===== src/rtl/srl_sra_seq.sv =====
// srl_sra_seq: multi-cycle right shifter, one bit per clock.
// Logical (zero fill) or arithmetic (sign fill). Uses a START/DONE handshake
// so the ALU control FSM can run SRL/SRA/SRLV/SRAV without a barrel shifter.
module srl_sra_seq #(
    parameter int N = 32,
    parameter int M = 5
) (
    input  logic         CLK,
    input  logic         RST,
    input  logic         START,
    input  logic [N-1:0] A,
    input  logic [M-1:0] SHIFT_AMT,
    input  logic         ARITH,
    output logic [N-1:0] Y,
    output logic         BUSY,
    output logic         READY,
    output logic         DONE
);

    typedef enum logic [1:0] {
        S_IDLE  = 2'd0,
        S_SHIFT = 2'd1,
        S_FIN   = 2'd2
    } state_t;

    state_t       state_q;
    logic [N-1:0] y_q;
    logic [M-1:0] cnt_q;
    logic         fill_q;
    logic         busy_q;
    logic         ready_q;
    logic         done_q;

    logic [N-1:0] y_shr_d;
    logic [M-1:0] cnt_dec_d;

    // One-position shift step using the fill bit latched at accept time
    always_comb begin
        y_shr_d   = {fill_q, y_q[N-1:1]};
        cnt_dec_d = cnt_q - M'(1);
    end

    // Control FSM with registered handshake outputs; a START is only taken
    // from IDLE or FIN, so requests arriving while shifting are dropped.
    always_ff @(posedge CLK) begin
        if (RST) begin
            state_q <= S_IDLE;
            y_q     <= '0;
            cnt_q   <= '0;
            fill_q  <= 1'b0;
            busy_q  <= 1'b0;
            ready_q <= 1'b1;
            done_q  <= 1'b0;
        end else begin
            case (state_q)
                S_IDLE, S_FIN: begin
                    if (START) begin
                        y_q    <= A;
                        cnt_q  <= SHIFT_AMT;
                        fill_q <= ARITH & A[N-1];
                        if (SHIFT_AMT != '0) begin
                            state_q <= S_SHIFT;
                            busy_q  <= 1'b1;
                            ready_q <= 1'b0;
                            done_q  <= 1'b0;
                        end else begin
                            // Zero count: result is A, report it next cycle
                            state_q <= S_FIN;
                            busy_q  <= 1'b0;
                            ready_q <= 1'b1;
                            done_q  <= 1'b1;
                        end
                    end else begin
                        state_q <= S_IDLE;
                        busy_q  <= 1'b0;
                        ready_q <= 1'b1;
                        done_q  <= 1'b0;
                    end
                end
                S_SHIFT: begin
                    y_q   <= y_shr_d;
                    cnt_q <= cnt_dec_d;
                    if (cnt_q == M'(1)) begin
                        state_q <= S_FIN;
                        busy_q  <= 1'b0;
                        ready_q <= 1'b1;
                        done_q  <= 1'b1;
                    end
                end
                default: begin
                    state_q <= S_IDLE;
                    busy_q  <= 1'b0;
                    ready_q <= 1'b1;
                    done_q  <= 1'b0;
                end
            endcase
        end
    end

    assign Y     = y_q;
    assign BUSY  = busy_q;
    assign READY = ready_q;
    assign DONE  = done_q;

endmodule


===== config.mk =====
export PLATFORM = sky130hd
export DESIGN_NAME = srl_sra_seq
export DESIGN_NICKNAME = d
export VERILOG_FILES = /design/src/rtl/srl_sra_seq.sv
export SDC_FILE = /design/constraint.sdc
export NUM_CORES = 1
export LEC_CHECK = 0
export BUFFER_PORTS_ARGS = -buffer_cell sky130_fd_sc_hd__buf_2
export CAP_MARGIN = 5
export CELL_PAD_IN_SITES_DETAIL_PLACEMENT = 0
export CELL_PAD_IN_SITES_GLOBAL_PLACEMENT = 2
export CORE_ASPECT_RATIO = 0.8
export CORE_UTILIZATION = 23
export CTS_CLUSTER_DIAMETER = 30
export CTS_CLUSTER_SIZE = 25
export DETAILED_ROUTE_END_ITERATION = 8
export PLACE_DENSITY_LB_ADDON = 0.25
export SLEW_MARGIN = 20
export SYNTH_ARGS = -nofsm -noshare
export SYNTH_HDL_FRONTEND = slang
export SYNTH_SLANG_ARGS = --single-unit

===== constraint.sdc =====
create_clock -name CLK -period 1 [get_ports CLK]
set_input_delay 0 -clock CLK [delete_from_list [all_inputs] [get_ports CLK]]
set_output_delay 0 -clock CLK [all_outputs]
set_load 0.05 [all_outputs]

==> results_dict.tcl <==
set metrics [dict create \
    synth_area_sq_um 1710 \
    clock_skew_ns 0.00714 \
    synthAdderAreaFrac_pct 1.47 \
    grt_usage_pct 13.0 \
    fin_util_pct 38.7 \
    endpoint_kind "register" \
    hold_depth 3 \
    pin_count 76 \
    fp.dieW_um 98.3 \
    period_minus_slack_ns 1.16 \
    syn-instance-count 202 \
    synth-seq-cells 42 \
    synthXorXnorAreaFrac_pct 0 \
    vias_per_cell 4.74 \
    gp_congestion 0.763 \
    worst_hold_path_type "input port to register" \
    synth_top_area_share_pct 49.3 \
    cts-buffers-inserted 5 \
    clock-sinks 42 \
    htreeDepth 2 \
    min_from "A[15]" \
    wire_per_inst_um 13.8 \
    portBuffers 75 \
    synth.distinct_cells 28 \
    start_util_pct 24.3 \
    synth_edf_count 0 \
    multi_input_area_sq_um 968 \
    fmax_mhz 863 \
    yosysSeqAreaShare_pct 49.3 \
    tightest_slew_ns 0.264 \
    cp-startpoint "DONE" \
    p_total_mw 5.11 \
    synth.mux.area_fraction_pct 0 \
    cts_tree "done" \
    grt_pass1_vias 1654 \
    dominantRegCellSynth "dfxtp_1" \
    synth_area_per_cell_sq_um 8.45 \
    holdWs_ns -0.00202 \
    postSynth.asyncResetShare_pct 0 \
    cellPowerDensity_nw_per_um2 1880 \
    fin_crit_sh_pct 116 \
    yosys.area_share.simple_pct 24.2 \
    dr.pass1.iters 6 \
    synth_compound_area_share_pct 19.3 \
    drv_cap 0 \
    antenna_found_initial 0 \
    clockBufferDepth 2 \
    clk_pin_slew_ns 0.08 \
    finalHoldViolations 1 \
    num_vias 1814 \
    drc_errors 3 \
    crit_arrival_ns 1.34 \
    ant_nets 0 \
    leakagePower_nw 1.20 \
    dieHeight_um 79.0 \
    grt_max_degree 44 \
    critical_path_required_ns 1.18 \
    hpwl_mm 3.51 \
    drt-initial-drc-count 60 \
    finalSetupViolCount 42 \
    synth_area_leader_cell "dfxtp_1" \
    grt-ovfl-total 0 \
    max-slew-margin-rel_pct 82.5 \
    drt-total-wl_mm 5.28 \
    critPathKind "register to register" \
    synth_top_family_by_area "simple AND/OR/NAND/NOR gates" \
    violations "design-rule violations, negative hold slack, negative setup slack" \
    r2r_cells 4 \
    crit_path_start_kind "register" \
    coreArea_sq_um 7030 \
    vdd_ir_drop_max_mv 0.703 \
    clk_latency_ns 0.29 \
    fill_cells 753 \
    path_max_fanout 5 \
    rsz0062_at_grt "true" \
    diodes 0 \
    area_growth_pct 59.2 \
    placementRows 27 \
    seqCellArea_sq_um 855 \
    r2r_start "DONE" \
    grt_pass1_wl_mm 7.99 \
    die_area_sq_um 7770 \
    place_ws_ns -0.181 \
    setup_ws_ns -0.158 \
    yosys_warnings 0 \
    finalMaxSlewViolations 0 \
    drive_gt1_share_pct 51.7 \
    nets 338 \
    clockRootBuffer "clkbuf_8" \
    outcome "finished with violations" \
    synth_nets 245 \
    yosys-top-cells-area "dfxtp_1, o22ai_1, nor3_1" \
]
==> area by class of cell <==
class | instances | area share [%]
multi-input combinational | 141 | 35.6
sequential | 42 | 31.4
timing repair buffer | 102 | 25.1
tap | 87 | 4.01
clock buffer | 7 | 3.18
inverter | 3 | 0.414
clock inverter | 1 | 0.184
==> metal layers <==
layer,up-vias,share of wire (%),track usage (%)
li1,917,-,-
met4,0,0.74,4.03
met2,52,42,18.2
met1,840,51,19.0
met5,-,0,0
met3,5,6.1,3.61
==> what timing repair did <==
action,in CTS,in global routing
hold buffers,2,0
setup buffers,0,3
resized for setup,22,23
gates cloned,0,1
hold endpoints to repair,1,0
endpoints found under the setup margin,42,43
pin swaps,6,8
==> synthesized netlist by cell type, drive strengths merged, types with 2 or more instances <==
| cell type | instances |
|---|---|
| a21oi | 9 |
| nand2b | 2 |
| inv | 3 |
| ha | 2 |
| a32oi | 2 |
| o22ai | 31 |
| buf | 12 |
| dfxtp | 42 |
| nor2 | 41 |
| a221oi | 2 |
| clkbuf | 5 |
| nand2 | 6 |
| o21ai | 2 |
| nor3 | 35 |
==> cells in the final DEF (no fill, tap or decap), types with 2 or more instances in the layout <==
cell type	count
a21oi_1	7
a221oi_2	2
a32oi_1	2
buf_12	6
buf_2	74
buf_4	13
buf_6	6
clkbuf_8	6
dfxtp_1	37
dfxtp_2	2
dfxtp_4	3
dlygate4sd3_1	2
ha_4	2
inv_1	2
nand2_1	4
nand2b_4	2
nor2_1	32
nor2_2	8
nor3_1	29
nor3_2	5
o22ai_1	24
o22ai_2	7
==> per-stage QoR <==
stage	hold slack (ns)	setup TNS, ns	instances	cell area, sq um
after floorplan	0.152	-4.48	202	1820
after global placement	0.292	-5.56	369	2390
after detailed placement	0.290	-5.49	369	2390
after CTS	0.00189	-4.98	379	2590
after global routing	0.00281	-7.04	383	2720
final	-0.00202	-4.26	383	2720
==> power breakdown <==
| group | switching, mW | leakage (nW) | internal (mW) |
|---|---|---|---|
| sequential | 0.170 | 0.351 | 1.88 |
| combinational | 1.20 | 0.798 | 0.714 |
| clock | 0.585 | 0.0482 | 0.558 |
| total | 1.96 | 1.20 | 3.15 |
==> kinds of logic (layout without fill, tap and decap cells) <==
logic type,Yosys count,after routing
flip-flops,42,42
adder cells (fa/ha/maj),2,2
AO/OA/AOI/OAI,49,49
AND/OR/NAND/NOR,89,90
buffers and inverters,20,113
==> flip-flops by register name, indices dropped and copies added (netlist names) <==
signal   cells
BUSY         1
DONE         1
READY        1
Y           32
cnt_q        5
fill_q       1
state_q      1
==> worst max-delay path, cell delays in order (launching register included) <==
cell	delay, ns
dfxtp_4	0.36
and2b_2	0.29
nand2_2	0.08
o311ai_2	0.23
a21oi_1	0.10
==> final timing paths <==
path                            endpoint  slack, ns
worst max-delay path            cnt_q[4]      -0.16
worst min register to register    fill_q       0.46
worst max register to register  cnt_q[4]      -0.16
worst min-delay path               Y[15]     -0.002
(Power assumes the default switching activity.)
